===== config.mk =====
export PLATFORM = sky130hd
export DESIGN_NAME = debouncer_multi
export DESIGN_NICKNAME = d
export VERILOG_FILES = /design/src/rtl/debouncer_pkg.sv /design/src/rtl/debouncer_ch.sv /design/src/rtl/debouncer_multi.sv
export SDC_FILE = /design/constraint.sdc
export NUM_CORES = 1
export LEC_CHECK = 0
export ABC_AREA = 0
export BUFFER_PORTS_ARGS = -buffer_cell sky130_fd_sc_hd__buf_2
export CAP_MARGIN = 20
export CORE_MARGIN = 2
export CORE_UTILIZATION = 55
export DETAILED_ROUTE_END_ITERATION = 7
export PLACE_DENSITY = 0.84
export SYNTH_ARGS = -nofsm -noshare
export SYNTH_HDL_FRONTEND = slang
export SYNTH_HIERARCHICAL = 1
export SYNTH_SLANG_ARGS = --single-unit

===== constraint.sdc =====
create_clock -name clk -period 2.1 [get_ports clk]
set_input_delay 0.105 -clock clk [delete_from_list [all_inputs] [get_ports clk]]
set_output_delay 0.105 -clock clk [all_outputs]
set_load 0.02 [all_outputs]

===== src/rtl/debouncer_pkg.sv =====
// Shared definitions for the multi-channel debouncer: FSM encoding and counter sizing.
package debouncer_pkg;

   typedef enum logic [1:0] {
      S_LOW   = 2'd0,
      S_CHK_H = 2'd1,
      S_HIGH  = 2'd2,
      S_CHK_L = 2'd3
   } state_t;

   // Bits needed to hold any count from 0 up to and including max_val.
   function automatic int cnt_width(input int max_val);
      return $clog2(max_val + 1);
   endfunction

endpackage


===== src/rtl/debouncer_ch.sv =====
// One debouncer channel: input synchroniser, stability-window FSM, hold counter
// for long-press detection, and registered level/pulse/busy outputs.
module debouncer_ch
   import debouncer_pkg::*;
#(
   parameter int STABLE_CYCLES = 1000,
   parameter int SYNC_STAGES   = 2,
   parameter int LONG_CYCLES   = 50000,
   parameter int CNT_W         = 16
) (
   input  logic clk,
   input  logic rst_a_n,
   input  logic din,
   output logic level,
   output logic rise,
   output logic fall,
   output logic long_hit,
   output logic busy
);

   localparam logic [CNT_W-1:0] STAB_LAST = CNT_W'(STABLE_CYCLES - 1);
   localparam logic [CNT_W-1:0] LONG_MAX  = CNT_W'(LONG_CYCLES);
   localparam logic [CNT_W-1:0] LONG_LAST = CNT_W'(LONG_CYCLES - 1);
   localparam logic [CNT_W-1:0] CNT_ONE   = CNT_W'(1);

   logic [SYNC_STAGES-1:0] sync_r;
   logic                   s_s;
   state_t                 state_r, state_nxt_s;
   logic [CNT_W-1:0]       stab_cnt_r, stab_nxt_s;
   logic [CNT_W-1:0]       hold_cnt_r, hold_nxt_s;
   logic                   level_r, level_nxt_s;
   logic                   rise_r, rise_nxt_s;
   logic                   fall_r, fall_nxt_s;
   logic                   long_r, long_nxt_s;
   logic                   busy_r, busy_nxt_s;

   assign s_s = sync_r[SYNC_STAGES-1];

   // Synchroniser chain for the raw asynchronous input.
   always_ff @(posedge clk or negedge rst_a_n) begin
      if (!rst_a_n) begin
         sync_r <= '0;
      end else begin
         sync_r <= {sync_r[SYNC_STAGES-2:0], din};
      end
   end

   // Next-state, counter and output decode for the stability FSM.
   always_comb begin
      state_nxt_s = state_r;
      stab_nxt_s  = stab_cnt_r;
      hold_nxt_s  = hold_cnt_r;
      level_nxt_s = level_r;
      rise_nxt_s  = 1'b0;
      fall_nxt_s  = 1'b0;
      long_nxt_s  = 1'b0;
      case (state_r)
         S_LOW: begin
            level_nxt_s = 1'b0;
            if (s_s) begin
               state_nxt_s = S_CHK_H;
               stab_nxt_s  = CNT_ONE;
            end else begin
               stab_nxt_s  = '0;
            end
         end
         S_CHK_H: begin
            if (!s_s) begin
               state_nxt_s = S_LOW;
               stab_nxt_s  = '0;
            end else if (stab_cnt_r == STAB_LAST) begin
               state_nxt_s = S_HIGH;
               stab_nxt_s  = '0;
               hold_nxt_s  = '0;
               level_nxt_s = 1'b1;
               rise_nxt_s  = 1'b1;
            end else begin
               stab_nxt_s  = stab_cnt_r + CNT_ONE;
            end
         end
         S_HIGH: begin
            level_nxt_s = 1'b1;
            // Saturating hold count; the pulse marks the single step onto the limit.
            if (hold_cnt_r < LONG_MAX) begin
               hold_nxt_s = hold_cnt_r + CNT_ONE;
               long_nxt_s = (hold_cnt_r == LONG_LAST);
            end else begin
               hold_nxt_s = hold_cnt_r;
            end
            if (!s_s) begin
               state_nxt_s = S_CHK_L;
               stab_nxt_s  = CNT_ONE;
            end else begin
               stab_nxt_s  = '0;
            end
         end
         S_CHK_L: begin
            if (s_s) begin
               state_nxt_s = S_HIGH;
               stab_nxt_s  = '0;
            end else if (stab_cnt_r == STAB_LAST) begin
               state_nxt_s = S_LOW;
               stab_nxt_s  = '0;
               hold_nxt_s  = '0;
               level_nxt_s = 1'b0;
               fall_nxt_s  = 1'b1;
            end else begin
               stab_nxt_s  = stab_cnt_r + CNT_ONE;
            end
         end
         default: begin
            state_nxt_s = S_LOW;
            stab_nxt_s  = '0;
            hold_nxt_s  = '0;
            level_nxt_s = 1'b0;
         end
      endcase
      busy_nxt_s = (state_nxt_s == S_CHK_H) || (state_nxt_s == S_CHK_L);
   end

   // State, counters and registered outputs.
   always_ff @(posedge clk or negedge rst_a_n) begin
      if (!rst_a_n) begin
         state_r    <= S_LOW;
         stab_cnt_r <= '0;
         hold_cnt_r <= '0;
         level_r    <= 1'b0;
         rise_r     <= 1'b0;
         fall_r     <= 1'b0;
         long_r     <= 1'b0;
         busy_r     <= 1'b0;
      end else begin
         state_r    <= state_nxt_s;
         stab_cnt_r <= stab_nxt_s;
         hold_cnt_r <= hold_nxt_s;
         level_r    <= level_nxt_s;
         rise_r     <= rise_nxt_s;
         fall_r     <= fall_nxt_s;
         long_r     <= long_nxt_s;
         busy_r     <= busy_nxt_s;
      end
   end

   assign level    = level_r;
   assign rise     = rise_r;
   assign fall     = fall_r;
   assign long_hit = long_r;
   assign busy     = busy_r;

endmodule


===== src/rtl/debouncer_multi.sv =====
// N independent debouncer channels; bit i of every vector port belongs to channel i.
module debouncer_multi
   import debouncer_pkg::*;
#(
   parameter int N_CH          = 4,
   parameter int STABLE_CYCLES = 1000,
   parameter int SYNC_STAGES   = 2,
   parameter int LONG_CYCLES   = 50000
) (
   input  logic            clk,
   input  logic            rst_a_n,
   input  logic [N_CH-1:0] debouncer_in,
   output logic [N_CH-1:0] debouncer_out,
   output logic [N_CH-1:0] rise_pulse,
   output logic [N_CH-1:0] fall_pulse,
   output logic [N_CH-1:0] long_pulse,
   output logic [N_CH-1:0] busy
);

   localparam int CNT_W = cnt_width(LONG_CYCLES);

   for (genvar i = 0; i < N_CH; i++) begin : g_ch
      debouncer_ch #(
         .STABLE_CYCLES (STABLE_CYCLES),
         .SYNC_STAGES   (SYNC_STAGES),
         .LONG_CYCLES   (LONG_CYCLES),
         .CNT_W         (CNT_W)
      ) u_ch (
         .clk      (clk),
         .rst_a_n  (rst_a_n),
         .din      (debouncer_in[i]),
         .level    (debouncer_out[i]),
         .rise     (rise_pulse[i]),
         .fall     (fall_pulse[i]),
         .long_hit (long_pulse[i]),
         .busy     (busy[i])
      );
   end

endmodule

### Word-level counts from Yosys, hierarchy flattened

Cells that the tools add are included.
W data, S select, Z words.

* bits of input ports: 6
* register bits: 164

* muxes and demuxes: 120
* add/subtract/negate cells: 8
* $lt $le $gt $ge: 4
* reductions and logical operators: 20
* equality and inequality tests: 48

Operators by type and width (count)
* $mux W16: 28
* $pmux W16 S4: 4
* $pmux W16 S3: 4
* $add A16 B1 Y16 const B: 8
* $eq A16 B10 Y1 const B: 4
* $eq A16 B16 Y1 const B: 4
* $lt A16 B16 Y1 const B: 4
* $mux W1: 52
* $mux W2: 24
* $ne A2 B1 Y1 const B: 16
* $pmux W2 S4: 4
* $reduce_and A4 Y1: 8
* $eq A2 B2 Y1 const B: 12
* $eq A2 B1 Y1 const B: 8
* $pmux W1 S4: 4
* $reduce_bool A3 Y1: 4
* $logic_not A2 Y1: 4
* $ne A2 B2 Y1 const B: 4
* $logic_or A1 B1 Y1: 4

### Depth between registers and ports, before layout

Gate-level depths: netlist of the first run.

* word-level depth: 6
* gate-level depth with buffers: 9
* mapped depth without buffers: 7

### Cells and area by module

Netlist of the first run, hierarchy kept.

By module, submodules not included
* debouncer_ch (g_ch[1].u_ch): sequential area each 1026.0 µm², area an instance 2287.2 µm², cells each 239, instances 1
* debouncer_ch (g_ch[3].u_ch): sequential area each 1001.0 µm², area an instance 2240.9 µm², cells each 236, instances 1
* debouncer_ch (g_ch[2].u_ch): sequential area each 1026.0 µm², area an instance 2234.6 µm², cells each 239, instances 1
* debouncer_ch (g_ch[0].u_ch): sequential area each 1026.0 µm², area an instance 2207.1 µm², cells each 237, instances 1

### Least setup slack after synthesis of the first run

No wires, ideal clock.

* path kind: flip-flop to flip-flop
* start: register g_ch[3].u_ch.stab_cnt_r[4]
* end: register g_ch[3].u_ch.hold_cnt_r[4]
* arrival: 2.198 ns
* data required time: 1.976 ns
* cell stages (with the launch flop): 7
* path buffers: 1
* path slack: -0.222 ns
* period minus slack after synthesis: 2.322 ns
* cells stage by stage: dfrtp_1 -> or4_4 -> nor4_4 -> mux2i_2 -> or2_1 -> buf_6 -> a211o_1

* cells in the longest elaborated chain, start to end: 4

RTL lines
* start: declaration: RTL line debouncer_ch.sv:29 `logic [CNT_W-1:0] stab_cnt_r, stab_nxt_s;`
* start signal: assignment: RTL line debouncer_ch.sv:134 `stab_cnt_r <= stab_nxt_s;`
* $eq A16 B10 Y1 (*): RTL line debouncer_ch.sv:71, debouncer_ch.sv:101
* $mux W16 (*)
* $mux W16, on equally long branches
* $pmux W16 S3 (*)
* end signal: assignment: RTL line debouncer_ch.sv:135 `hold_cnt_r <= hold_nxt_s;`
* end: declaration: RTL line debouncer_ch.sv:30 `logic [CNT_W-1:0] hold_cnt_r, hold_nxt_s;`

Mark *: on every way between the ends. The rest lies on a longest branch, timed or not. The select of a mux whose other input is x is not followed.
A chain may end at the register's enable or synchronous reset.

### Worst setup path after layout of the first run

* start: register g_ch[1].u_ch.stab_cnt_r[13]
* end: register g_ch[1].u_ch.hold_cnt_r[12]

* cells in the longest elaborated chain, start to end: 4

RTL lines (RTL line)
* start: declaration: debouncer_ch.sv:29
* start signal: assignment: debouncer_ch.sv:134
* $eq A16 B10 Y1 (*): debouncer_ch.sv:71, debouncer_ch.sv:101
* $mux W16 (*)
* $mux W16, on equally long branches
* $pmux W16 S3 (*)
* end signal: assignment: debouncer_ch.sv:135
* end: declaration: debouncer_ch.sv:30

Marks and branches as above.

==> results by group, run 1 <==
Die
  – I/O pin count: 26
  – Initial core utilization: 0.565
  – Core area: about 0.016 mm^2
  – DIE WIDTH: 132 um
  – Die H: 132 um
  – Die area: roughly 0.017 mm^2
  – FP Rows: 46

Synthesis
  – Synth Flop Type: dfrtp_1
  – Seq/Total Area, Yosys: 0.455
  – Syn Nets: 981
  – EDFF count, synth: 0
  – Syn. warnings: 6
  – Syn Inst Count: between 900 and 1k
  – Syn_area_per_cell: about 9.4 um^2
  – FF+latch count, synth: 163
  – Async S/R FF share, synth: 1.00
  – Post-synth cell types: 76
  – Mapped Area: 0.00897 mm^2

Finish
  – Layout Nets: 1123
  – Final-layout fill cell count: 1079
  – Antenna diodes: 0
  – Non-Filler Instances: 1322
  – P&R area growth vs syn: 26.5%
  – Share of layout cells above drive strength 1: 0.273
  – Post-Route Utilization: 0.714

STA
  – Hold Fails Final Rpt: 0
  – Slew Viols, Final: 0
  – Final period util: 1.07
  – FMAX: between 400 and 500 MHz
  – Slew @ Worst Pin: 662 ps
  – Setup ws final: -156 ps
  – RSZ-0062 raised after global routing: yes
  – Relative slew margins: 0.555
  – Setup violations, final: 17
  – Min Tclk post-route: approximately 2300 ps
  – Layout Skew: 9.42 ps

Global routing
  – Global Route Usage Sum: 0.242
  – Initial antenna violation count: 0
  – Global-route wire length before repair: about 35 mm
  – Largest net degree at the start of global routing: 75
  – Number of global-route vias before repair: 7424
  – Gr ovfl total: 0

Critical path
  – CP endpoint kind: flop
  – CP startpoint kind: flop
  – FF-to-FF Start: g_ch[1].u_ch/stab_cnt_r[13]
  – Worst Path Max Fanout: 5
  – Critical Path AT: 2600 ps
  – Critical path type: flop to flop
  – Required time worst endpoint: between 2000 and 2500 ps
  – CP startpoint: g_ch[1].u_ch/stab_cnt_r[13]

Clock network
  – CTS tree: built
  – CTS Buf Count: 17
  – Clock Sinks: 163
  – CTS max path bufs: 2
  – Worst-skew pair later-pin latency: 430 ps
  – Root Driver: clkbuf_16
  – Clock transition at path regs: 60 ps
  – H-tree levels: 4

Power
  – Leak Pwr: 5.06 nW
  – PwrDens: between 800 and 900 mW/mm^2
  – Final Power: 9.54 mW
  – Maximum vdd drop: 0.618 mV

Place
  – Routability-driven placement congestion ratio: a little under 0.9
  – DP Cell Count: 1260
  – Dpl hpwl: about 13 mm
  – IO buf count: 25

Drt
  – Routed len/inst: 16.9 um
  – DRC Markers: 0
  – Total wire length: 22.3 mm
  – DR vias: 8063
  – Vias per inst: 6.10
  – DRT antenna net count: 0
  – Drt pass-1 iters: 5
  – Initial DRC count: between 600 and 700

Status
  – Outcome: complete, but fails checks
  – Failing checks: negative setup slack

Run
  – Max cap viols: 0

Hold path
  – Worst Hold Class: primary input to async pin
[report_power, final]
group | leakage (nW) | switching [mW] | internal, mW
Combinational | 2.55 | 1.66 | 1.21
Sequential | 2.23 | 0.175 | 3.36
Clock | 0.286 | 1.33 | 1.80
[flip-flops by register name, indices dropped and copies added (netlist names)]
name,cells
g_ch.u_ch/fall,4
g_ch.u_ch/hold_cnt_r,64
g_ch.u_ch/level,4
g_ch.u_ch/long_hit,4
g_ch.u_ch/state_r,7
g_ch.u_ch/rise,4
g_ch.u_ch/sync_r,8
g_ch.u_ch/stab_cnt_r,64
g_ch.u_ch/busy,4
[layout make-up]
class	count	area [um^2]	area share
Clock inverter	14	155	0.0137
Multi-Input combinational cell	710	5000	0.441
Clock buffer	18	439	0.0387
Tap cell	216	270	0.0238
Inverter	40	158	0.0139
Sequential cell	163	4080	0.360
Timing Repair Buffer	161	1240	0.109
[cell usage after synthesis (4+ instances only)]
| master | instances | area [um^2] |
|---|---|---|
| clkbuf_1 | 32 | 120 |
| mux2_2 | 9 | 101 |
| or3b_2 | 4 | 35.0 |
| o21ai_0 | 40 | 200 |
| a21oi_1 | 29 | 145 |
| nor4_1 | 14 | 87.6 |
| xor2_1 | 24 | 210 |
| and4_1 | 5 | 43.8 |
| o311ai_1 | 5 | 43.8 |
| nor3_1 | 19 | 95.1 |
| ha_1 | 24 | 300 |
| a21oi_2 | 5 | 43.8 |
| a211o_1 | 10 | 87.6 |
| o211ai_1 | 18 | 135 |
| xnor2_1 | 29 | 254 |
| and2_1 | 4 | 25.0 |
| nand3b_1 | 7 | 52.6 |
| a21o_1 | 6 | 45.0 |
| o22ai_1 | 5 | 31.3 |
| nand3_1 | 59 | 295 |
| nor2_1 | 102 | 383 |
| or3_1 | 15 | 93.8 |
| dfrtp_1 | 163 | 4080 |
| nand2_1 | 82 | 308 |
| o311ai_0 | 6 | 52.6 |
| and3_1 | 36 | 225 |
| o31ai_1 | 9 | 67.6 |
| a31oi_1 | 8 | 50.1 |
| mux2i_1 | 4 | 40.0 |
| inv_1 | 40 | 150 |
| nand4_1 | 27 | 169 |
| or4_1 | 14 | 105 |
| a221o_1 | 4 | 40.0 |
| nand2b_1 | 12 | 75.1 |
| o41ai_1 | 8 | 70.1 |
[repair_timing]
item                                    4_1_cts  5_1_grt
cloned                                        3        1
endpoints found under the setup margin       28       75
setup buffers                                 7       14
hold buffers                                  5        0
pin swaps                                    21       35
endpoints found under the hold margin        93        0
resized for setup                            22       86
[worst max-delay path, stage by stage (launching register included)]
cell and delay [ps]:
dfrtp_1 380, or4b_4 560, nor4_4 220, buf_4 190, o21ai_4 80, or4_1 570
a21oi_1 170
[worst paths after layout]
path	cells past startpoint	slack, ps	end
setup / recovery	6	-160	g_ch[1].u_ch/hold_cnt_r[12]
hold / removal	2	160	g_ch[1].u_ch/stab_cnt_r[15]
setup reg to reg	6	-160	g_ch[1].u_ch/hold_cnt_r[12]
hold reg to reg	0	350	g_ch[2].u_ch/sync_r[1]
max in group asynchronous	3	1210	g_ch[2].u_ch/fall
min in group clk	2	310	g_ch[1].u_ch/sync_r[0]
[through the flow]
step                      hold WS, ps  setup TNS [ps]  instance area, um^2  setup WS (ps)
after floorplan                  -191           -2490                 8980           -196
after global placement           50.0            -673                10000          -79.7
after detailed placement         53.8           -1700                10000           -161
after CTS                         154            -484                10900          -88.2
after global routing              191           -2950                11300           -174
final                             159           -1040                11300           -156
[per-layer routing]
layer / GRT usage / vias to the layer above / wire length, um / part of all wire
met5: 0 / - / 0 / 0
met1: 0.315 / 3947 / 9540 / 0.43
li1: - / 3784 / - / -
met4: 0.0815 / 0 / 494 / 0.022
met2: 0.408 / 280 / 11400 / 0.51
met3: 0.0486 / 52 / 945 / 0.042
[cells in the final DEF (no fill, tap or decap), types with 11 or more instances in the layout]
| master | netlist | routed |
|---|---|---|
| buf_2 | 3 | 25 |
| xor2_1 | 24 | 24 |
| buf_4 | 3 | 116 |
| nand4_1 | 27 | 27 |
| nor2_1 | 102 | 97 |
| dfrtp_1 | 163 | 163 |
| xnor2_1 | 29 | 29 |
| o21ai_0 | 40 | 33 |
| o211ai_1 | 18 | 18 |
| and3_1 | 36 | 36 |
| ha_1 | 24 | 23 |
| nor3_1 | 19 | 19 |
| a21oi_1 | 29 | 23 |
| clkbuf_16 | 0 | 17 |
| or3_1 | 15 | 11 |
| nand3_1 | 59 | 56 |
| inv_1 | 40 | 37 |
| nand2_1 | 82 | 79 |
| buf_6 | 1 | 12 |
[cells by family (layout without fill, tap and decap cells)]
logic type / Yosys count / after routing / synth area share
simple gates: 432 / 432 / 0.263
compound gates: 184 / 187 / 0.142
flops: 163 / 163 / 0.455
xor+xnor: 53 / 53 / 0.0518
mux: 14 / 14 / 0.0173
fa+ha+maj: 24 / 24 / 0.0335
buf+inv: 81 / 233 / 0.0378
Power figures use the tool's default switching activity.
==> run 2, diff against run 1 <==
--- a/config.mk
+++ b/config.mk
@@ -12,7 +12,9 @@
 export CORE_UTILIZATION = 55
 export DETAILED_ROUTE_END_ITERATION = 7
 export PLACE_DENSITY = 0.84
+export SETUP_SLACK_MARGIN = 0.3
 export SYNTH_ARGS = -nofsm -noshare
 export SYNTH_HDL_FRONTEND = slang
 export SYNTH_HIERARCHICAL = 1
 export SYNTH_SLANG_ARGS = --single-unit
+export TNS_END_PERCENT = 100
==> run 2 against run 1 <==
  * The flow still finishes with violations (negative setup slack)
  * Sequential share of layout area fell by 1.3 points
  * Power up 6.1%
  * Worst setup slack improved by 50 ps
  * Cell count is 0.15% lower
  * Critical path depth is the same
  * Clock-buffer cell count up 2
  * Utilization rose by 2.7 points
  * Maximum frequency up 2.3%
  * Highest routed layer unchanged
  * Sequential power about the same
  * Final area rose by 3.8%
  * Clock power barely moved
==> results by group, run 2 (synthesis results as in run 1) <==
Clock network
  – Root Driver: clkbuf_16
  – Worst-skew pair later-pin latency: 440 ps (about the same)
  – CTS max path bufs: 2 (unchanged)
  – Clock transition at path regs: 60 ps (about the same)
  – H-tree levels: 4 (unchanged)
  – Clock Sinks: 163 (unchanged)
  – CTS Buf Count: 17 (unchanged)
  – CTS tree: built

Global routing
  – M2 GR Usage: 0.455 (+0.0462)
  – Number of global-route vias before repair: 8053 (+8.5%)
  – Met3 Use GR: 0.0490 (+0.000386)
  – Gr ovfl total: 0 (unchanged)
  – Initial antenna violation count: 0 (unchanged)
  – Busiest grt layer: met2
  – Largest net degree at the start of global routing: 66 (-12%)
  – Global Route Usage Sum: 0.260 (+0.0178)
  – Met1 usage: 0.324 (+0.00926)
  – Global-route wire length before repair: 37.6 mm (+7.6%)

Critical path
  – CP endpoint kind: flop
  – Worst Path Max Fanout: 8 (+3)
  – CP cell instances: or4b_4 > nor4_4 > buf_4 > o21ai_4 > or4_1 > a21oi_1
  – Required time worst endpoint: 2450 ps (about the same)
  – Critical path type: flop to flop
  – Crit-path slowest cell: or4b_4
  – FF-to-FF Start: g_ch[1].u_ch/stab_cnt_r[10]
  – WP buf/inv: 1 (unchanged)
  – Critical Path AT: 2560 ps (-40 ps)
  – CP startpoint kind: flop
  – Cell family with most CP delay: simple AND/OR/NAND/NOR gates
  – Crit path largest cell delay: 550 ps (-20 ps)
  – CP startpoint: g_ch[1].u_ch/stab_cnt_r[10]

STA
  – FMAX: 453 MHz (+2.3%)
  – Final period util: 1.05 (-0.0239)
  – TNS Setup: -767 ps (+272 ps)
  – Hold Fails Final Rpt: 0 (unchanged)
  – Slew @ Worst Pin: 681 ps (+19.2 ps)
  – Setup violations, final: 25 (+8)
  – Min Tclk post-route: 2210 ps (-50.2 ps)
  – RSZ-0062 raised after global routing: yes
  – Slew Viols, Final: 0 (unchanged)
  – Layout Skew: 13.0 ps (+3.62 ps)
  – Relative slew margins: 0.542 (-0.0129)
  – Setup ws final: -106 ps (+50.2 ps)

Finish
  – P&R area growth vs syn: 31.3%
  – Commonest non-fill, non-tap cell in the layout: dfrtp_1
  – Top Registers: g_ch.u_ch/hold_cnt_r: 64 flops, g_ch.u_ch/stab_cnt_r: 64 flops, g_ch.u_ch/sync_r: 8 flops
  – Post-Route Utilization: 0.742 (+0.0275)
  – Antenna diodes: 0 (unchanged)
  – Most frequent cells in the layout: dfrtp_1, buf_4, nor2_1, nand2_1, nand3_1
  – Share of layout cells above drive strength 1: 0.319 (+0.0458)
  – Layout Nets: 1121 (-0.18%)

Drt
  – Routed len/inst: 17.9 um (+6.2%)
  – DRT antenna net count: 0 (unchanged)
  – DR vias: 8243 (+2.2%)
  – Total wire length: 23.7 mm (+6.0%)
  – Initial DRC count: 717 (+12%)
  – Drt pass-1 iters: 5 (unchanged)
  – DRC Markers: 0 (unchanged)
  – Vias per inst: 6.24 (+2.4%)

Power
  – Maximum vdd drop: 0.812 mV (+31%)
  – PwrDens: 859 mW/mm^2 (+2.2%)
  – Leak Pwr: 5.05 nW (-0.18%)

Status
  – Outcome: complete, but fails checks
  – Failing checks: negative setup slack

Place
  – Dpl hpwl: 13.2 mm (+0.44%)
  – IO buf count: 25 (unchanged)
  – Routability-driven placement congestion ratio: 0.907 (+2.3%)

Hold path
  – Worst Hold Class: primary input to async pin

Die
  – Die area: 0.0173 mm^2 (unchanged)
  – Die H: 132 um (unchanged)
  – Initial core utilization: 0.565 (unchanged)
  – DIE WIDTH: 132 um (unchanged)
  – FP Rows: 46 (unchanged)
  – I/O pin count: 26 (unchanged)
  – Core area: 0.0159 mm^2 (unchanged)

Run
  – Max cap viols: 0 (unchanged)
[run 2: where the power goes]
| group | total [mW] | internal (mW) | switching [mW] | leakage [nW] |
|---|---|---|---|---|
| logic | 3.44 | 1.52 | 1.92 | 2.54 |
| registers | 3.54 | 3.36 | 0.175 | 2.23 |
| clock network | 3.15 | 1.81 | 1.34 | 0.280 |
[run 2: per-layer routing]
metal / wire (um) / part of all wire / vias up
met5: 0 / 0 / -
met4: 549 / 0.023 / 0
met3: 1110 / 0.047 / 67
met2: 12300 / 0.52 / 291
met1: 9770 / 0.41 / 4123
li1: - / - / 3762
[run 2: worst register-to-register path, cell delays in order, from the launching register on]
cell and delay (ps):
dfrtp_1 390, or4b_4 550, nor4_4 220, buf_4 200, o21ai_4 120, or4_1 510
a21oi_1 140
[run 2: layout make-up]
cell class / count / area (um^2)
timing repair buffer: 159 / 1310
fill: 1012 / 4100
multi-input combinational: 710 / 5370
clock inverter: 12 / 146
tap: 216 / 270
sequential: 163 / 4080
inverter: 40 / 158
clock buffer: 20 / 447
[run 2: per-stage QoR]
step | power (mW) | worst slack [ps] | hold slack (ps) | area (um^2) | std cells
after global routing | 10.6 | -145 | 293 | 11800 | 1320
final | 10.1 | -106 | 241 | 11800 | 1320
after floorplan | 5.22 | -195 | -191 | 9210 | 951
after CTS | 9.70 | -13.4 | 248 | 11300 | 1304
after global placement | 5.92 | -17.7 | 128 | 10100 | 1244
after detailed placement | 6.00 | -83.6 | 131 | 10100 | 1244
[run 2: worst paths after layout]
| check | to | slack (ps) | depth (start not counted) |
|---|---|---|---|
| setup / recovery | g_ch[1].u_ch/hold_cnt_r[4] | -110 | 6 |
| hold / removal | g_ch[1].u_ch/long_hit | 240 | 2 |
| setup reg to reg | g_ch[1].u_ch/hold_cnt_r[4] | -110 | 6 |
| hold reg to reg | g_ch[0].u_ch/sync_r[1] | 350 | 0 |
| max in group asynchronous | g_ch[2].u_ch/hold_cnt_r[12] | 1120 | 3 |
| min in group clk | g_ch[2].u_ch/sync_r[0] | 310 | 2 |
[run 2: repair_timing]
action,CTS,global route
endpoints found under the setup margin,99,113
pin swaps,28,21
hold buffers,5,0
gates resized for setup,86,85
setup buffers,21,14
cloned,2,2
hold endpoints to repair,65,0
==> run 3, diff against run 2 <==
--- a/config.mk
+++ b/config.mk
@@ -8,10 +8,11 @@
 export ABC_AREA = 0
 export BUFFER_PORTS_ARGS = -buffer_cell sky130_fd_sc_hd__buf_2
 export CAP_MARGIN = 20
+export CORE_ASPECT_RATIO = 1.5
 export CORE_MARGIN = 2
-export CORE_UTILIZATION = 55
+export CORE_UTILIZATION = 30
 export DETAILED_ROUTE_END_ITERATION = 7
-export PLACE_DENSITY = 0.84
+export PLACE_DENSITY = 0.55
 export SETUP_SLACK_MARGIN = 0.3
 export SYNTH_ARGS = -nofsm -noshare
 export SYNTH_HDL_FRONTEND = slang
==> run 3 against run 2 <==
  * Via count is 4.6% lower
  * Sequential power hardly changed
  * Clock skew is 2.8 ps lower
  * Cell count is 16% higher
  * Worst setup slack better by 69 ps
  * Clock power is 4% higher
  * First-iteration DRC count is 51% lower
  * Die area is 81% higher
  * Critical endpoint is now g_ch[3].u_ch/hold_cnt_r[12]
  * The run still ends with negative setup slack left
  * Utilization is 32 points lower
  * Flip-flop and latch count stayed put
==> results by group, run 3 (synthesis results as in run 1) <==
Drt
  – DRC Markers: 0 (unchanged)
  – DRT antenna net count: 0 (unchanged)
  – DR vias: 7863 (-4.6%)
  – Total wire length: 22.4 mm (-5.3%)
  – Vias per inst: 5.15 (-18%)
  – Initial DRC count: 351 (-51%)
  – Drt pass-1 iters: 5 (unchanged)
  – Routed len/inst: 14.7 um (-18%)

Global routing
  – Initial antenna violation count: 0 (unchanged)
  – Gr ovfl total: 0 (unchanged)
  – Global-route wire length before repair: 37.4 mm (-0.42%)
  – Largest net degree at the start of global routing: 67 (+1.5%)
  – Global Route Usage Sum: 0.142 (-0.118)
  – Number of global-route vias before repair: 8069 (+0.20%)

Run
  – Max cap viols: 0 (unchanged)

Finish
  – Layout Nets: 1151 (+2.7%)
  – Share of layout cells above drive strength 1: 0.339 (+0.0201)
  – Non-Filler Instances: 1528 (+16%)
  – Most frequent cells in the layout: dfrtp_1, buf_4, nand2_1, nor2_1, nand3_1
  – Top Registers: g_ch.u_ch/hold_cnt_r: 64 flops, g_ch.u_ch/stab_cnt_r: 64 flops, g_ch.u_ch/sync_r: 8 flops
  – Final instance area: 0.0124 mm^2 (+5.6%)
  – P&R area growth vs syn: 38.7%
  – Commonest non-fill, non-tap cell in the layout: dfrtp_1
  – Antenna diodes: 0 (unchanged)

Clock network
  – Clock Sinks: 163 (unchanged)
  – H-tree levels: 4 (unchanged)
  – CTS Buf Count: 17 (unchanged)
  – CTS max path bufs: 2 (unchanged)
  – Worst-skew pair later-pin latency: 430 ps (about the same)
  – Clock transition at path regs: 60 ps (about the same)
  – Root Driver: clkbuf_16
  – CTS tree: built

STA
  – Final period util: 1.02 (-0.0329)
  – TNS Setup: -111 ps (+655 ps)
  – Slew Viols, Final: 0 (unchanged)
  – Layout Skew: 10.2 ps (-2.79 ps)
  – Setup ws final: -36.6 ps (+69.2 ps)
  – Setup violations, final: 8 (-68%)
  – Hold Fails Final Rpt: 0 (unchanged)
  – Min Tclk post-route: 2140 ps (-69.2 ps)
  – RSZ-0062 raised after global routing: yes
  – Relative slew margins: 0.598 (+0.0565)
  – Slew @ Worst Pin: 598 ps (-83.0 ps)
  – FMAX: 468 MHz (+3.2%)

Power
  – Final Power: 10.4 mW (+2.5%)
  – Maximum vdd drop: 0.508 mV (-37%)
  – PwrDens: 834 mW/mm^2 (-2.9%)
  – Leak Pwr: 5.37 nW (+6.3%)

Place
  – Dpl cell area: 0.0106 mm^2 (+4.9%)
  – DP Cell Count: 1454 (+17%)
  – Routability-driven placement congestion ratio: 0.798 (-12%)
  – Dpl hpwl: 14.8 mm (+12%)
  – Pre-CTS setup slack: -146 ps (-61.9 ps)
  – IO buf count: 25 (unchanged)

Critical path
  – R2r worst-path depth: 6 (unchanged)
  – Worst Path Max Fanout: 8 (unchanged)
  – Flop2flop setup slack: -40 ps (+70 ps)
  – Reg2reg end: g_ch[3].u_ch/hold_cnt_r[12]
  – CP cell instances: or4_4 > nor4_4 > mux2i_2 > or2_4 > buf_12 > o311ai_4
  – FF-to-FF Start: g_ch[3].u_ch/stab_cnt_r[10]
  – CP endpoint kind: flop
  – Cell family with most CP delay: simple AND/OR/NAND/NOR gates
  – Required time worst endpoint: 2420 ps (-30 ps)
  – WP buf/inv: 1 (unchanged)
  – CP startpoint: g_ch[3].u_ch/stab_cnt_r[10]
  – Critical path type: flop to flop
  – Crit path largest cell delay: 550 ps (about the same)
  – CP startpoint kind: flop
  – Crit-path slowest cell: or4_4
  – Critical Path AT: 2460 ps (-100 ps)

Die
  – Core area: 0.0295 mm^2 (+86%)
  – Die H: 216 um (+64%)
  – I/O pin count: 26 (unchanged)
  – Initial core utilization: 0.304 (-0.260)
  – FP Rows: 77 (+67%)
  – Die area: 0.0313 mm^2 (+81%)
  – DIE WIDTH: 145 um (+10%)

Status
  – Outcome: complete, but fails checks
  – Failing checks: negative setup slack

Hold path
  – Worst Hold Class: primary input to async pin
run 3: per-stage QoR:
stage / util / hold WS (ps)
finish: 0.422 / 133
global route: 0.422 / 165
CTS: 0.404 / 128
detailed placement: 0.359 / 28.1
global placement: 0.359 / 32.0
floorplan: - / -191
run 3: worst max-delay path by stage:
stage / end / slack (ps) / cells after the start
floorplan: g_ch[3].u_ch/hold_cnt_r[4] / -200 / 6
global placement: g_ch[3].u_ch/hold_cnt_r[15] / -80 / 6
detailed placement: g_ch[3].u_ch/hold_cnt_r[15] / -150 / 6
CTS: g_ch[3].u_ch/hold_cnt_r[12] / -20 / 6
global route: g_ch[3].u_ch/hold_cnt_r[10] / -130 / 6
finish: g_ch[3].u_ch/hold_cnt_r[12] / -40 / 6
run 3: metal layers:
layer / GRT usage / wire length [um] / up-vias
li1: - / - / 3810
met1: 0.153 / 9100 / 3934
met2: 0.275 / 12500 / 87
met3: 0.0224 / 363 / 32
met4: 0.0539 / 427 / 0
met5: 0 / 0 / -
run 3: repair_timing:
action | CTS | global route
hold buffers | 5 | 0
endpoints found under the setup margin | 103 | 110
endpoints found under the hold margin | 126 | 0
setup buffers | 28 | 7
pin swaps | 22 | 53
gates resized for setup | 96 | 103
cloned | 1 | 2
run 3: area by class of cell:
type	count	area [um^2]
multi-input combinational	709	5510
clock inverter	9	154
timing repair buffer	190	1590
sequential	163	4080
tap	395	494
clock buffer	22	454
inverter	40	156
fill	2866	17000
run 3: power by group:
part | leakage [nW] | switching, mW | total, mW | internal (mW)
logic | 2.85 | 1.92 | 3.57 | 1.64
clock network | 0.291 | 1.26 | 3.28 | 2.02
registers | 2.23 | 0.164 | 3.53 | 3.37
